`config.mk`:
```
export PLATFORM = sky130hd
export DESIGN_NAME = exception_ctrl_flat
export DESIGN_NICKNAME = d
export VERILOG_FILES = /design/src/rtl/cpu_exc_pkg.sv /design/src/rtl/exception_ctrl_if.sv /design/src/rtl/int_sync.sv /design/src/rtl/exception_ctrl.sv /design/src/flat_wrapper.sv
export SDC_FILE = /design/constraint.sdc
export NUM_CORES = 1
export LEC_CHECK = 0
export BUFFER_PORTS_ARGS = -buffer_cell sky130_fd_sc_hd__buf_2
export CAP_MARGIN = 20
export CORE_UTILIZATION = 35
export DETAILED_ROUTE_END_ITERATION = 16
export GPL_ROUTABILITY_DRIVEN = 1
export GPL_TIMING_DRIVEN = 1
export PLACE_DENSITY = 0.59
export SYNTH_ARGS = -nofsm -noshare
export SYNTH_HDL_FRONTEND = slang
export SYNTH_SLANG_ARGS = --single-unit
```
`constraint.sdc`:
```
create_clock -name clk -period 9.15 [get_ports clk]
set_input_delay 1.3725 -clock clk [delete_from_list [all_inputs] [get_ports clk]]
set_output_delay 1.3725 -clock clk [all_outputs]
set_load 0.01 [all_outputs]
```
`src/rtl/cpu_exc_pkg.sv`:
```
// Shared types and constants for the precise-trap sequencer.
package cpu_exc_pkg;

  typedef enum logic [4:0] {
    INT  = 5'd0,
    ADEL = 5'd4,
    ADES = 5'd5,
    SYS  = 5'd8,
    BP   = 5'd9,
    RI   = 5'd10,
    OV   = 5'd12
  } exc_code_t;

  typedef enum logic [2:0] {
    IDLE  = 3'd0,
    TRAP  = 3'd1,
    ERET  = 3'd2,
    FLUSH = 3'd3,
    REDIR = 3'd4
  } exc_state_t;

  localparam logic [31:0] EXC_VECTOR_DEFAULT = 32'hBFC0_0380;

  function automatic logic is_addr_code(input exc_code_t code);
    return (code == ADEL) || (code == ADES);
  endfunction

endpackage

```
`src/rtl/exception_ctrl_if.sv`:
```
// Commit-stage, CP0 exception-port and fetch-redirect bundle of the trap sequencer.
interface exception_ctrl_if;
  logic        commit_valid;
  logic        commit_ready;
  logic [31:0] commit_pc;
  logic        commit_bd;
  logic        commit_eret;
  logic        exc_if_adel;
  logic        exc_ri;
  logic        exc_sys;
  logic        exc_bp;
  logic        exc_ov;
  logic        exc_adel;
  logic        exc_ades;
  logic [31:0] data_vaddr;
  logic [5:0]  hw_int;
  logic [1:0]  sw_int;
  logic        allow_interrupt;
  logic [7:0]  interrupt_mask;
  logic [31:0] epc_address;
  logic        exp_en;
  logic        exp_badvaddr_en;
  logic [31:0] exp_badvaddr;
  logic        exp_bd;
  logic [4:0]  exp_code;
  logic [31:0] exp_epc;
  logic        eret_clr;
  logic [7:0]  int_pending;
  logic        flush;
  logic        redirect_valid;
  logic        redirect_ready;
  logic [31:0] redirect_pc;

  modport master (
    output commit_valid, commit_pc, commit_bd, commit_eret,
    output exc_if_adel, exc_ri, exc_sys, exc_bp, exc_ov, exc_adel, exc_ades, data_vaddr,
    output hw_int, sw_int, allow_interrupt, interrupt_mask, epc_address, redirect_ready,
    input  commit_ready, exp_en, exp_badvaddr_en, exp_badvaddr, exp_bd, exp_code, exp_epc,
    input  eret_clr, int_pending, flush, redirect_valid, redirect_pc
  );

  modport slave (
    input  commit_valid, commit_pc, commit_bd, commit_eret,
    input  exc_if_adel, exc_ri, exc_sys, exc_bp, exc_ov, exc_adel, exc_ades, data_vaddr,
    input  hw_int, sw_int, allow_interrupt, interrupt_mask, epc_address, redirect_ready,
    output commit_ready, exp_en, exp_badvaddr_en, exp_badvaddr, exp_bd, exp_code, exp_epc,
    output eret_clr, int_pending, flush, redirect_valid, redirect_pc
  );
endinterface

```
`src/rtl/int_sync.sv`:
```
// Multi-stage flop synchroniser for asynchronous interrupt lines.
module int_sync #(
  parameter int WIDTH  = 6,
  parameter int STAGES = 2
) (
  input  logic             clk,
  input  logic             rst,
  input  logic [WIDTH-1:0] din,
  output logic [WIDTH-1:0] dout
);

  logic [WIDTH-1:0] chain_r [STAGES];

  // Shift chain; stage 0 is the only one that may go metastable.
  always_ff @(posedge clk or posedge rst) begin
    if (rst) begin
      for (int i = 0; i < STAGES; i++) chain_r[i] <= {WIDTH{1'b0}};
    end else begin
      chain_r[0] <= din;
      for (int i = 1; i < STAGES; i++) chain_r[i] <= chain_r[i-1];
    end
  end

  assign dout = chain_r[STAGES-1];

endmodule

```
`src/rtl/exception_ctrl.sv`:
```
// Precise-trap sequencer: cause priority, CP0 exception write, pipeline flush and fetch redirect.
module exception_ctrl
  import cpu_exc_pkg::*;
#(
  parameter logic [31:0] EXC_VECTOR   = EXC_VECTOR_DEFAULT,
  parameter int          FLUSH_CYCLES = 2,
  parameter int          SYNC_STAGES  = 2
) (
  input logic             clk,
  input logic             rst,
  exception_ctrl_if.slave bus
);

  localparam logic [3:0] FLUSH_LOAD = 4'(FLUSH_CYCLES - 1);

  exc_state_t  state_r, state_next_s;
  logic [3:0]  cnt_r, cnt_next_s;
  logic [5:0]  hw_sync_s;
  logic [7:0]  int_pending_s;
  logic        int_req_s;
  logic        cause_valid_s;
  logic        cause_fetch_s;
  exc_code_t   cause_code_s;
  logic        accept_s;
  exc_code_t   code_r;
  logic [31:0] epc_r;
  logic [31:0] badvaddr_r;
  logic        badvaddr_en_r;
  logic        bd_r;
  logic [31:0] target_r;

  int_sync #(.WIDTH(6), .STAGES(SYNC_STAGES)) u_int_sync (
    .clk  (clk),
    .rst  (rst),
    .din  (bus.hw_int),
    .dout (hw_sync_s)
  );

  assign int_pending_s = {hw_sync_s, bus.sw_int};
  assign int_req_s     = bus.allow_interrupt & (|(int_pending_s & bus.interrupt_mask));

  // Fixed-priority cause encoder.
  always_comb begin
    cause_valid_s = 1'b1;
    cause_fetch_s = 1'b0;
    cause_code_s  = INT;
    if (int_req_s) begin
      cause_code_s = INT;
    end else if (bus.exc_if_adel) begin
      cause_code_s  = ADEL;
      cause_fetch_s = 1'b1;
    end else if (bus.exc_ri) begin
      cause_code_s = RI;
    end else if (bus.exc_sys) begin
      cause_code_s = SYS;
    end else if (bus.exc_bp) begin
      cause_code_s = BP;
    end else if (bus.exc_ov) begin
      cause_code_s = OV;
    end else if (bus.exc_adel) begin
      cause_code_s = ADEL;
    end else if (bus.exc_ades) begin
      cause_code_s = ADES;
    end else begin
      cause_valid_s = 1'b0;
    end
  end

  assign accept_s = (state_r == IDLE) & bus.commit_valid & (cause_valid_s | bus.commit_eret);

  // Next-state and flush counter; the counter spans TRAP/ERET plus FLUSH.
  always_comb begin
    state_next_s = state_r;
    cnt_next_s   = cnt_r;
    case (state_r)
      IDLE: begin
        if (bus.commit_valid && cause_valid_s) begin
          state_next_s = TRAP;
          cnt_next_s   = FLUSH_LOAD;
        end else if (bus.commit_valid && bus.commit_eret) begin
          state_next_s = ERET;
          cnt_next_s   = FLUSH_LOAD;
        end else begin
          state_next_s = IDLE;
        end
      end
      TRAP, ERET, FLUSH: begin
        if (cnt_r == 4'd0) begin
          state_next_s = REDIR;
        end else begin
          state_next_s = FLUSH;
          cnt_next_s   = cnt_r - 4'd1;
        end
      end
      REDIR: begin
        if (bus.redirect_ready) state_next_s = IDLE;
        else                    state_next_s = REDIR;
      end
      default: begin
        state_next_s = IDLE;
        cnt_next_s   = 4'd0;
      end
    endcase
  end

  // State register.
  always_ff @(posedge clk or posedge rst) begin
    if (rst) begin
      state_r <= IDLE;
      cnt_r   <= 4'd0;
    end else begin
      state_r <= state_next_s;
      cnt_r   <= cnt_next_s;
    end
  end

  // Capture CP0 payload and redirect target on the accepted commit.
  always_ff @(posedge clk or posedge rst) begin
    if (rst) begin
      code_r        <= INT;
      epc_r         <= 32'd0;
      badvaddr_r    <= 32'd0;
      badvaddr_en_r <= 1'b0;
      bd_r          <= 1'b0;
      target_r      <= 32'd0;
    end else if (accept_s) begin
      code_r        <= cause_code_s;
      epc_r         <= bus.commit_bd ? (bus.commit_pc - 32'd4) : bus.commit_pc;
      badvaddr_r    <= cause_fetch_s ? bus.commit_pc : bus.data_vaddr;
      badvaddr_en_r <= is_addr_code(cause_code_s);
      bd_r          <= bus.commit_bd;
      target_r      <= cause_valid_s ? EXC_VECTOR : bus.epc_address;
    end
  end

  assign bus.commit_ready    = (state_r == IDLE);
  assign bus.exp_en          = (state_r == TRAP);
  assign bus.exp_code        = bus.exp_en ? code_r : 5'd0;
  assign bus.exp_epc         = bus.exp_en ? epc_r : 32'd0;
  assign bus.exp_bd          = bus.exp_en & bd_r;
  assign bus.exp_badvaddr_en = bus.exp_en & badvaddr_en_r;
  assign bus.exp_badvaddr    = bus.exp_en ? badvaddr_r : 32'd0;
  assign bus.eret_clr        = (state_r == ERET);
  assign bus.flush           = (state_r == TRAP) | (state_r == ERET) | (state_r == FLUSH);
  assign bus.redirect_valid  = (state_r == REDIR);
  assign bus.redirect_pc     = bus.redirect_valid ? target_r : 32'd0;
  assign bus.int_pending     = int_pending_s;

endmodule
```
`src/flat_wrapper.sv`:
```
// flat-port wrapper written by rule: the top's interface ports become plain ports
module exception_ctrl_flat import cpu_exc_pkg::*;
#(
  parameter logic [31:0] EXC_VECTOR   = EXC_VECTOR_DEFAULT,
  parameter int          FLUSH_CYCLES = 2,
  parameter int          SYNC_STAGES  = 2
)
  (clk, rst, bus_commit_valid, bus_commit_pc, bus_commit_bd, bus_commit_eret, bus_exc_if_adel, bus_exc_ri, bus_exc_sys, bus_exc_bp, bus_exc_ov, bus_exc_adel, bus_exc_ades, bus_data_vaddr, bus_hw_int, bus_sw_int, bus_allow_interrupt, bus_interrupt_mask, bus_epc_address, bus_redirect_ready, bus_commit_ready, bus_exp_en, bus_exp_badvaddr_en, bus_exp_badvaddr, bus_exp_bd, bus_exp_code, bus_exp_epc, bus_eret_clr, bus_int_pending, bus_flush, bus_redirect_valid, bus_redirect_pc);
  exception_ctrl_if bus_i ();
  input logic clk;
  input logic rst;
  input wire logic [$bits(bus_i.commit_valid)-1:0] bus_commit_valid;
  input wire logic [$bits(bus_i.commit_pc)-1:0] bus_commit_pc;
  input wire logic [$bits(bus_i.commit_bd)-1:0] bus_commit_bd;
  input wire logic [$bits(bus_i.commit_eret)-1:0] bus_commit_eret;
  input wire logic [$bits(bus_i.exc_if_adel)-1:0] bus_exc_if_adel;
  input wire logic [$bits(bus_i.exc_ri)-1:0] bus_exc_ri;
  input wire logic [$bits(bus_i.exc_sys)-1:0] bus_exc_sys;
  input wire logic [$bits(bus_i.exc_bp)-1:0] bus_exc_bp;
  input wire logic [$bits(bus_i.exc_ov)-1:0] bus_exc_ov;
  input wire logic [$bits(bus_i.exc_adel)-1:0] bus_exc_adel;
  input wire logic [$bits(bus_i.exc_ades)-1:0] bus_exc_ades;
  input wire logic [$bits(bus_i.data_vaddr)-1:0] bus_data_vaddr;
  input wire logic [$bits(bus_i.hw_int)-1:0] bus_hw_int;
  input wire logic [$bits(bus_i.sw_int)-1:0] bus_sw_int;
  input wire logic [$bits(bus_i.allow_interrupt)-1:0] bus_allow_interrupt;
  input wire logic [$bits(bus_i.interrupt_mask)-1:0] bus_interrupt_mask;
  input wire logic [$bits(bus_i.epc_address)-1:0] bus_epc_address;
  input wire logic [$bits(bus_i.redirect_ready)-1:0] bus_redirect_ready;
  output wire logic [$bits(bus_i.commit_ready)-1:0] bus_commit_ready;
  output wire logic [$bits(bus_i.exp_en)-1:0] bus_exp_en;
  output wire logic [$bits(bus_i.exp_badvaddr_en)-1:0] bus_exp_badvaddr_en;
  output wire logic [$bits(bus_i.exp_badvaddr)-1:0] bus_exp_badvaddr;
  output wire logic [$bits(bus_i.exp_bd)-1:0] bus_exp_bd;
  output wire logic [$bits(bus_i.exp_code)-1:0] bus_exp_code;
  output wire logic [$bits(bus_i.exp_epc)-1:0] bus_exp_epc;
  output wire logic [$bits(bus_i.eret_clr)-1:0] bus_eret_clr;
  output wire logic [$bits(bus_i.int_pending)-1:0] bus_int_pending;
  output wire logic [$bits(bus_i.flush)-1:0] bus_flush;
  output wire logic [$bits(bus_i.redirect_valid)-1:0] bus_redirect_valid;
  output wire logic [$bits(bus_i.redirect_pc)-1:0] bus_redirect_pc;
  assign bus_i.commit_valid = bus_commit_valid;
  assign bus_i.commit_pc = bus_commit_pc;
  assign bus_i.commit_bd = bus_commit_bd;
  assign bus_i.commit_eret = bus_commit_eret;
  assign bus_i.exc_if_adel = bus_exc_if_adel;
  assign bus_i.exc_ri = bus_exc_ri;
  assign bus_i.exc_sys = bus_exc_sys;
  assign bus_i.exc_bp = bus_exc_bp;
  assign bus_i.exc_ov = bus_exc_ov;
  assign bus_i.exc_adel = bus_exc_adel;
  assign bus_i.exc_ades = bus_exc_ades;
  assign bus_i.data_vaddr = bus_data_vaddr;
  assign bus_i.hw_int = bus_hw_int;
  assign bus_i.sw_int = bus_sw_int;
  assign bus_i.allow_interrupt = bus_allow_interrupt;
  assign bus_i.interrupt_mask = bus_interrupt_mask;
  assign bus_i.epc_address = bus_epc_address;
  assign bus_i.redirect_ready = bus_redirect_ready;
  assign bus_commit_ready = bus_i.commit_ready;
  assign bus_exp_en = bus_i.exp_en;
  assign bus_exp_badvaddr_en = bus_i.exp_badvaddr_en;
  assign bus_exp_badvaddr = bus_i.exp_badvaddr;
  assign bus_exp_bd = bus_i.exp_bd;
  assign bus_exp_code = bus_i.exp_code;
  assign bus_exp_epc = bus_i.exp_epc;
  assign bus_eret_clr = bus_i.eret_clr;
  assign bus_int_pending = bus_i.int_pending;
  assign bus_flush = bus_i.flush;
  assign bus_redirect_valid = bus_i.redirect_valid;
  assign bus_redirect_pc = bus_i.redirect_pc;
  exception_ctrl #(.EXC_VECTOR(EXC_VECTOR), .FLUSH_CYCLES(FLUSH_CYCLES), .SYNC_STAGES(SYNC_STAGES)) u_core (.clk(clk), .rst(rst), .bus(bus_i));
endmodule
```
# After elaboration in Yosys (flattened, before gate mapping)
# Index checks and enable logic that the tools add are counted.
# totals
regBits	122
out_inout_bits	116
wordCells	72
# classes
addsub	2
eq_ne	8
muxes	34
n_bitwise	10
n_reduce_logical	8
# ops
op	n
two-way mux 32 bit	6
two-way mux 5 bit	8
subtractor 32 x 3 -> 32 bit, second input constant	1
two-way mux 3 bit	4
two-way mux 4 bit	3
one-hot mux 4 bit (3 select lines)	1
equality test 5 x 3 -> 1 bit, second input constant	2
two-way mux 1 bit	10
one-hot mux 3 bit (3 select lines)	1
bitwise AND 8 bit	1
OR reduction 8 bit	1
equality test 3 x 2 -> 1 bit, second input constant	2
bitwise AND 1 bit	5
zero test 4 bit	1
subtractor 4 x 1 -> 4 bit, second input constant	1
equality test 3 x 1 -> 1 bit, second input constant	1
equality test 3 bit, second input constant	1
zero test 3 bit	1
inequality test 3 x 1 -> 1 bit, second input constant	1
bitwise OR 1 bit	3
AND reduction 3 bit	1
OR reduction 3 bit	1
logical AND 1 bit	2
two-way mux 2 bit	1
3 further kinds	3

# Depth between registers and ports, before layout
# Gate-level depths: netlist (run 1).
# depth
depth_word	11
ltp_mapped	7
depth_no_buf	7

# Cells and area by module
# Synthesis (run 1) repeated with hierarchy kept, for this count alone.
# unflattened
hier_cells	657
area_unflattened_um2	6351.1
# by_module_without_submodules
mod	instances	cells_each	area_per_inst_um2
exception_ctrl	1	638	6002.0
int_sync	1	19	349.1

# Worst setup path after synthesis (run 1)
# Ideal clock, no wire load.
# synth_timing
kind	flip-flop to output port
from	register u_core.state_r[2]
to	output port bus_exp_code[0]
arrival_ns	1.549
required_time_ns	7.777
slack_ns	6.229
path_stages_with_launch	5
path_buffers	2
cell_sequence	dfrtp_1 > clkbuf_1 > nor3b_1 > clkbuf_1 > and2_1
# synth_between
elab_chain_len	2
# synth_lines
element	line	rtl
from (decl)	exception_ctrl.sv:16	exc_state_t state_r, state_next_s;
from (signal assigned)	exception_ctrl.sv:112	state_r <= state_next_s;
equality test 3 x 1 -> 1 bit	exception_ctrl.sv:137	assign bus.exp_en = (state_r == TRAP);
via bus_exp_en	flat_wrapper.sv:31	output wire logic [$bits(bus_i.exp_en)-1:0] bus_exp_en;
two-way mux 5 bit	exception_ctrl.sv:138	assign bus.exp_code = bus.exp_en ? code_r : 5'd0;
to (decl)	flat_wrapper.sv:35	output wire logic [$bits(bus_i.exp_code)-1:0] bus_exp_code;
# The timed path passes the listed nets, and every way through them passes these cells.

# Final worst setup path (run 1)
# layout_timing
from	register u_core.state_r[2]
to	output port bus_exp_epc[16]
# layout_between
elab_chain_len	2
# layout_lines
element	line	rtl
equality test 3 x 1 -> 1 bit	exception_ctrl.sv:137	
two-way mux 32 bit	exception_ctrl.sv:139	assign bus.exp_epc = bus.exp_en ? epc_r : 32'd0;
to (decl)	flat_wrapper.sv:36	output wire logic [$bits(bus_i.exp_epc)-1:0] bus_exp_epc;
# Every way passes these cells.

==> metrics list, run 1 <==
- The first global-routing pass estimated 27.79 mm of wire.
- Excluding fillers, the count of instances in the completed layout stands at 1,030.
* Clock sink count: 121
* Detailed Routing Iterations Pass 1: 4
- Along the worst hold path, the cell count comes to 0.
- Clock skew on the completed layout was measured at 0.009662 ns.
- Maximum number of pins on one net before global-route repair: 72
- Die area: 18,560 sq um
- Worst-case setup slack after placement: 4.963 ns
* Async SR Flop Fraction: 1.000
- Post-DR vias/cell: 5.098
- The analysis attributes to net switching a power of 0.8028 mW.
- Die outline height: 136.2 microns
- The share of total power dissipated in combinational logic is 0.358.
- Setup total negative slack: 0 ns
* GRT Util Overall: 0.1966
* Syn. warnings: 0
- Placed cell area: 7582 sq um
* Cells along the critical path: nor3b_2, buf_4, and2_1, buf_2
* Slew at the pin with the worst max-slew slack: 0.9375 ns
- In this run, CTS created clock tree buffers numbering 17.
* Estimated wirelength of the detail-placed design: 12.60 mm
- Buffers inserted by post-CTS timing repair: 0
- Count of max-cap constraint violations: 0
- Buffers plus inverters on the worst setup path: 2
* Reg area: 3028 sq um
* Critical-path cell with the highest stage delay: sky130_fd_sc_hd__dfrtp_1
* Worst Hold Endpoint: u_core.u_int_sync.dout[5]
* Iteration-0 DRC count of the detailed router: 208
- The cell sitting at the root of the clock tree is a sky130_fd_sc_hd__clkbuf_16.
- Detailed Route WL: 17.60 mm
* Worst IR drop on VDD: 0.1461 mV
- Largest fanout on the critical path: 71
- Flop pwr share: 0.340
* Internal power summed over all cells: 1.594 mW
- Summed over all instances, the cell type with the most area after synthesis is sky130_fd_sc_hd__dfrtp_1.
- The final hold violation count was 0.
- The worst hold path begins at u_core.u_int_sync.chain_r[11].
* Worst slew margin: 0.3750
* CTS tree: done
- Endpoint required time on the critical path: 7.78 ns
- Chip width: 136.2 microns
- Leaving out fill and tap cells, the most frequent cell in the layout is sky130_fd_sc_hd__buf_2.
- Multi-input combinational cell area: 2975 sq um
- Cells after synthesis: 572
- Summing over every cut layer, the via total after detailed routing is 5,251.
- Final standard cell area without fillers: 8289 sq um
- Power comes to 2.396 mW.
- After synthesis, the cell types taking the most area are sky130_fd_sc_hd__dfrtp_1 (48%), sky130_fd_sc_hd__and2_1 (7.1%), sky130_fd_sc_hd__mux2_2 (5.7%), sky130_fd_sc_hd__o221a_2 (5.7%), sky130_fd_sc_hd__nand3b_1 (3.8%).
* Class of the tightest hold or removal check: register to register
- Gates resized during post-CTS repair numbered 0.
* P per Cell Area: 289.1 nW/um^2
- The clock passes through at most 2 buffers.
* Worst r2r path cells: 6
- Reg2reg end: u_core.epc_r[28]
- At the worst endpoint, the arrival time is 2.38 ns.
- The worst setup path is of the register to primary output kind.
* Cell variety after synth: 50
- DRC errors left: 0
- Setup repair after global routing left no endpoint under its margin.
- Placed cell count: 993
- Relative to the synthesized area, the layout overhead comes to 31.45%.
* Final worst hold slack: 0.3477 ns
- Final standard cell utilization of the core: 0.4759
- The synthesized design contains 0 enable-type register cells.
- Effective utilization at floorplan: 0.3621
- At the end of the flow, the number of nets in the layout was 918.
- Dividing the final minimum period by the clock period gives 0.4105.
- The initial antenna violation count is 2.
- The region available for standard cell placement spans 17,420 sq um.
* Reg2reg setup slack: 6.19 ns
- Setup violations remaining at the end of the flow were counted as 0.
* Hold buffer count at cts: 0
- The detail route stage leaves a number of antenna-violating nets equal to 0.
- Clock share of power: 0.302
- 242 I/O pins were placed.
- Of the total power, the share spent switching nets is 0.3350.
* Number of rows in the core area: 48
* Clk pin slew, worst setup/hold paths: 0.06 ns
- Number of inserted filler cells in the final layout: 1,611
- Critical path startpoint category: register
* Most used flip-flop cell after synthesis: sky130_fd_sc_hd__dfrtp_1
- Wire length per cell: 17.08 microns
* Area of the mapped netlist: 6306 sq um
- The number of global-route vias before repair is 5,352.
* Number of pins exceeding their max-slew limit in the final report: 0
- At the end of routability-driven placement, the weighted congestion stood at 0.7576.
* Share of Yosys cell area claimed by the top area cell type: 0.4802
- Ratio of cells with drive above 1 in the final layout: 0.4496
- STA classifies the critical path endpoint as a primary output.
- In this run the number of H-tree levels came out at 4.
- The share of the Yosys chip area taken by registers is 0.4802.
- For the finished layout, the period the worst path requires is 3.756 ns.
* Slowest cell delay on critical path: 0.73 ns
* Average size of a mapped cell: 11.02 sq um
- Buffers placed on the I/O ports in this run total 240.
- Startpoint of the worst register-to-register path: u_core.state_r[2]
- Leakage power figure: 4.003 nW
- Syn_nets: 700
* Crit-path leading delay family: flip-flops
- Outcome: completed
- Most frequent cells in the layout: sky130_fd_sc_hd__buf_2 (240), sky130_fd_sc_hd__dfrtp_1 (121), sky130_fd_sc_hd__and2_1 (72)
- After synthesis the netlist holds a flip-flop and latch count of 121.
- Timing would allow up to 266.3 MHz.
- Clk Latency, worst-skew pair: 0.42 ns
* GRT overflow: 0
- Setup slack closes at 5.394 ns.
## synth_stat cells (8+ instances only)
master / number
sky130_fd_sc_hd__xor2_1: 15
sky130_fd_sc_hd__dfrtp_1: 121
sky130_fd_sc_hd__nand3b_1: 32
sky130_fd_sc_hd__nor3_1: 14
sky130_fd_sc_hd__inv_1: 13
sky130_fd_sc_hd__and3_1: 34
sky130_fd_sc_hd__buf_4: 12
sky130_fd_sc_hd__nor2_1: 18
sky130_fd_sc_hd__mux2_2: 32
sky130_fd_sc_hd__o221a_2: 32
sky130_fd_sc_hd__nand2_1: 15
sky130_fd_sc_hd__xnor2_1: 13
sky130_fd_sc_hd__o21ai_0: 8
sky130_fd_sc_hd__buf_2: 19
sky130_fd_sc_hd__o22a_1: 13
sky130_fd_sc_hd__clkbuf_1: 16
sky130_fd_sc_hd__a22o_1: 20
sky130_fd_sc_hd__and2_1: 72
sky130_fd_sc_hd__nand3_1: 8
## per-layer routing
metal,part of all wire,track usage,vias up,wire length [microns]
met4,0.012,0.06605,0,214
met2,0.48,0.3325,179,8423
met5,0,0,-,0
met1,0.43,0.2362,2555,7627
met3,0.076,0.06003,18,1330
li1,-,-,2499,-
## power groups by stage
stage               registers [mW]  logic (mW)  clock network [mW]
floorplan                    0.776       0.602                   0
global placement             0.814       0.838                   0
detailed placement           0.819       0.861                   0
CTS                          0.815       0.862               0.742
global route                 0.839       0.948               0.770
finish                       0.814       0.859               0.724
## final cells by class
type / instances / area share
clock buffer: 17 / 0.05132
antenna: 2 / 0.0006038
clock inverter: 15 / 0.02581
sequential: 121 / 0.3653
tap: 225 / 0.03396
multi-input combinational: 388 / 0.3589
inverter: 13 / 0.006189
timing repair buffer: 249 / 0.1579
## flip-flops by register name, indices dropped and copies added, names as in the netlist
register                   cells
u_core.u_int_sync.dout         6
u_core.bd_r                    1
u_core.u_int_sync.chain_r      6
u_core.epc_r                  32
u_core.cnt_r                   4
u_core.state_r                 3
u_core.target_r               32
u_core.code_r                  4
u_core.badvaddr_en_r           1
u_core.badvaddr_r             32
## worst register-to-register path, delay by kind of cell (launching register included)
family / cells / cell delay [ns]
compound gates: 1 / 0.24
simple gates: 2 / 0.67
buf+inv: 2 / 0.78
flops: 1 / 0.73
mux: 1 / 0.43
## kinds of logic (layout without fill, tap and decap cells)
family                   after synthesis  in the layout  synth area share
AO/OA/AOI/OAI                         91             91            0.1312
XOR/XNOR                              28             28           0.03889
adder cells (fa/ha/maj)                2              2          0.003968
buffers and inverters                 63            294           0.05199
flip-flops                           121            121            0.4802
multiplexers                          37             37           0.06528
other                                  1              3         0.0005947
AND/OR/NAND/NOR                      229            229            0.2280
## worst max-delay path by stage
stage	startpoint	endpoint	slack, ns	cells after the start
after global routing	u_core.state_r[2]	bus_exp_badvaddr[3]	5.15	4
after floorplan	rst	u_core.badvaddr_en_r	4.56	1
after global placement	bus_sw_int[1]	u_core.epc_r[25]	5.06	7
after detailed placement	bus_sw_int[1]	u_core.epc_r[19]	4.96	7
after CTS	u_core.state_r[2]	bus_exp_epc[16]	5.32	4
final	u_core.state_r[2]	bus_exp_epc[16]	5.39	4
Note: power is estimated with default switching activity, not from simulation.
==> inputs of run 2 (changes only) <==
Settings changed: PLACE_DENSITY 0.59 to 0.62.
Clock period 9.15 ns to 3 ns, I/O delays scaled along.
==> metrics list, run 2 (synthesized netlist as in run 1, its figures left out) <==
- Outcome: completed
* Wire length of the first global-routing pass: 28.17 mm
- Summed over all nets, the half-perimeter wirelength after detailed placement is 12.65 mm.
- With fillers left out, the area of the finished cells amounts to 8225 sq um.
* Net count of the finished layout: 923
- The H-tree was split into 4 levels.
- Buffers plus inverters on the worst setup path: 2
- The worst-case IR drop observed on VDD is 0.3961 mV.
- Slew at the pin with the worst max-slew slack: 0.6582 ns
- Die outline height: 136.2 microns
- Initial antenna violation count: 2
* Total via count in the routed design: 5,279
- During I/O placement, the number of pins put on the boundary was 242.
* Worst slew margin: 0.5612
- In this run the remaining antenna-violating nets after routing total 0.
- Wire length per cell: 17.55 microns
* Num CTS Buffers: 17
- Sort of element at the end of the critical path: primary output
* Buffers inserted by post-CTS timing repair: 0
- Number of rows in the core area: 48
* PnR Total Power: 7.118 mW
* Detailed Routing Iterations Pass 1: 4
* Count of buffers from port buffering: 240
- Clock tree root driver cell: sky130_fd_sc_hd__clkbuf_16
- Most common library cell in the layout ignoring fill and taps: sky130_fd_sc_hd__buf_2
* P per Cell Area: 865.4 nW/um^2
- Chip width: 136.2 microns
* Hold buffer count at cts: 0
* Top Registers: u_core.badvaddr_r x32, u_core.epc_r x32, u_core.target_r x32
- The region available for standard cell placement spans 17,420 sq um.
- Global routing finished with a remaining overflow of 0.
- The initial utilization of the core area, before any placement, comes to 0.3621.
- Leakage power figure: 3.973 nW
* Final setup viols: 0
* Number of pins exceeding their max-slew limit in the final report: 0
* Final critical-path share of the clock period: 0.8130
- Crit-path leading delay family: buffers and inverters
* Clk pin slew, worst setup/hold paths: 0.05 ns
- On the final layout, the worst hold slack is 0.1012 ns.
- From synthesis to final layout, the design area changed by 30.44%.
- No sink is reached through more buffers than the 2 on the longest clock path.
* Endpoint required time on the critical path: 2.55 ns
- Maximum number of pins on one net before global-route repair: 72
- After detailed routing, the number of remaining DRC violations is 0.
- Adding up every negative setup slack in the final design gives 0 ns.
* Antenna cells: 0
* Critical path startpoint category: register
- Most frequent cells in the layout: sky130_fd_sc_hd__buf_2 (240), sky130_fd_sc_hd__dfrtp_1 (121), sky130_fd_sc_hd__and2_1 (72)
* Routability congestion estimate: 0.8077
* Placed cell area: 7656 sq um
- Die area: 18,560 sq um
* Critical-path cell with the highest stage delay: sky130_fd_sc_hd__buf_4
* Resized cells post-CTS: 0
* GRT Util Overall: 0.1994
* Cells along the critical path: nor3b_2, buf_4, and2_1, buf_2
* Clk Latency, worst-skew pair: 0.41 ns
- The tightest min-delay check is of the primary input to asynchronous set/reset pin type.
* Ratio of cells with drive above 1 in the final layout: 0.4511
- Clock sink count: 121
- Clock period minus final worst setup slack: 2.439 ns
- For the worst setup path, the data arrival time is 1.99 ns.
- Largest fanout on the critical path: 71
- Setup repair after global routing missed its margin: false
- Max-cap violations in this run came to 0.
* Via count of the first global-routing pass: 5,200
* Setup skew after layout: 0.006971 ns
* Iteration-0 DRC count of the detailed router: 208
- Slowest cell delay on critical path: 0.56 ns
- Post-DR vias/cell: 5.115
- After detailed routing, the total wire length is 18.11 mm.
- The worst setup path is of the register to primary output kind.
- TritonCTS built the clock tree.
- Fin. Hold Viols: 0
* Max frequency: 410.0 MHz
## run 2: per-layer routing
layer | up-vias | track usage | routed length (microns)
met3 | 22 | 0.06227 | 1468
met2 | 196 | 0.3246 | 8552
met4 | 4 | 0.06543 | 255
met5 | - | 0 | 23
li1 | 2496 | - | -
met1 | 2561 | 0.2498 | 7814
## run 2: worst paths after layout
check / slack, ns / depth (start not counted) / start / endpoint
worst max-delay path: 0.56 / 4 / u_core.state_r[2] / bus_exp_code[3]
worst min-delay path: 0.10 / 2 / rst / u_core.cnt_r[3]
worst max register to register: 0.73 / 5 / u_core.state_r[1] / u_core.epc_r[7]
worst min register to register: 0.35 / 0 / u_core.u_int_sync.chain_r[6] / u_core.u_int_sync.dout[0]
max in group asynchronous: 2.11 / 3 / rst / u_core.target_r[29]
min in group clk: 0.14 / 1 / bus_hw_int[4] / u_core.u_int_sync.chain_r[10]
## run 2: cell type report
class,instances,area (sq um)
Clock buffer,19,442.9
Clock inverter,12,126.4
Fill cell,1695,9191
Inverter,13,52.55
Multi-Input combinational cell,388,2975
Sequential cell,121,3028
Tap cell,225,281.5
Timing Repair Buffer,254,1319
## run 2: per-stage QoR
stage                     cells  worst slack [ns]    util
after floorplan             572             1.001       -
after global placement     1001            0.6670  0.4396
after detailed placement   1001            0.6308  0.4396
after CTS                  1032            0.5004  0.4723
after global routing       1032            0.4235  0.4723
final                      1032            0.5611  0.4723
## run 2: worst register-to-register path: stages, from the launching register on
cell and delay, ns:
sky130_fd_sc_hd__dfrtp_1 0.40, sky130_fd_sc_hd__or2_1 0.35, sky130_fd_sc_hd__or2_1 0.34, sky130_fd_sc_hd__a21oi_4 0.17, sky130_fd_sc_hd__buf_4 0.47, sky130_fd_sc_hd__mux2_2 0.43
## run 2: report_power, final
group	internal [mW]	leakage, nW	switching, mW
Sequential	2.18	1.42	0.273
Combinational	1.28	2.28	1.40
Clock	1.23	0.267	0.751
Total	4.69	3.97	2.42
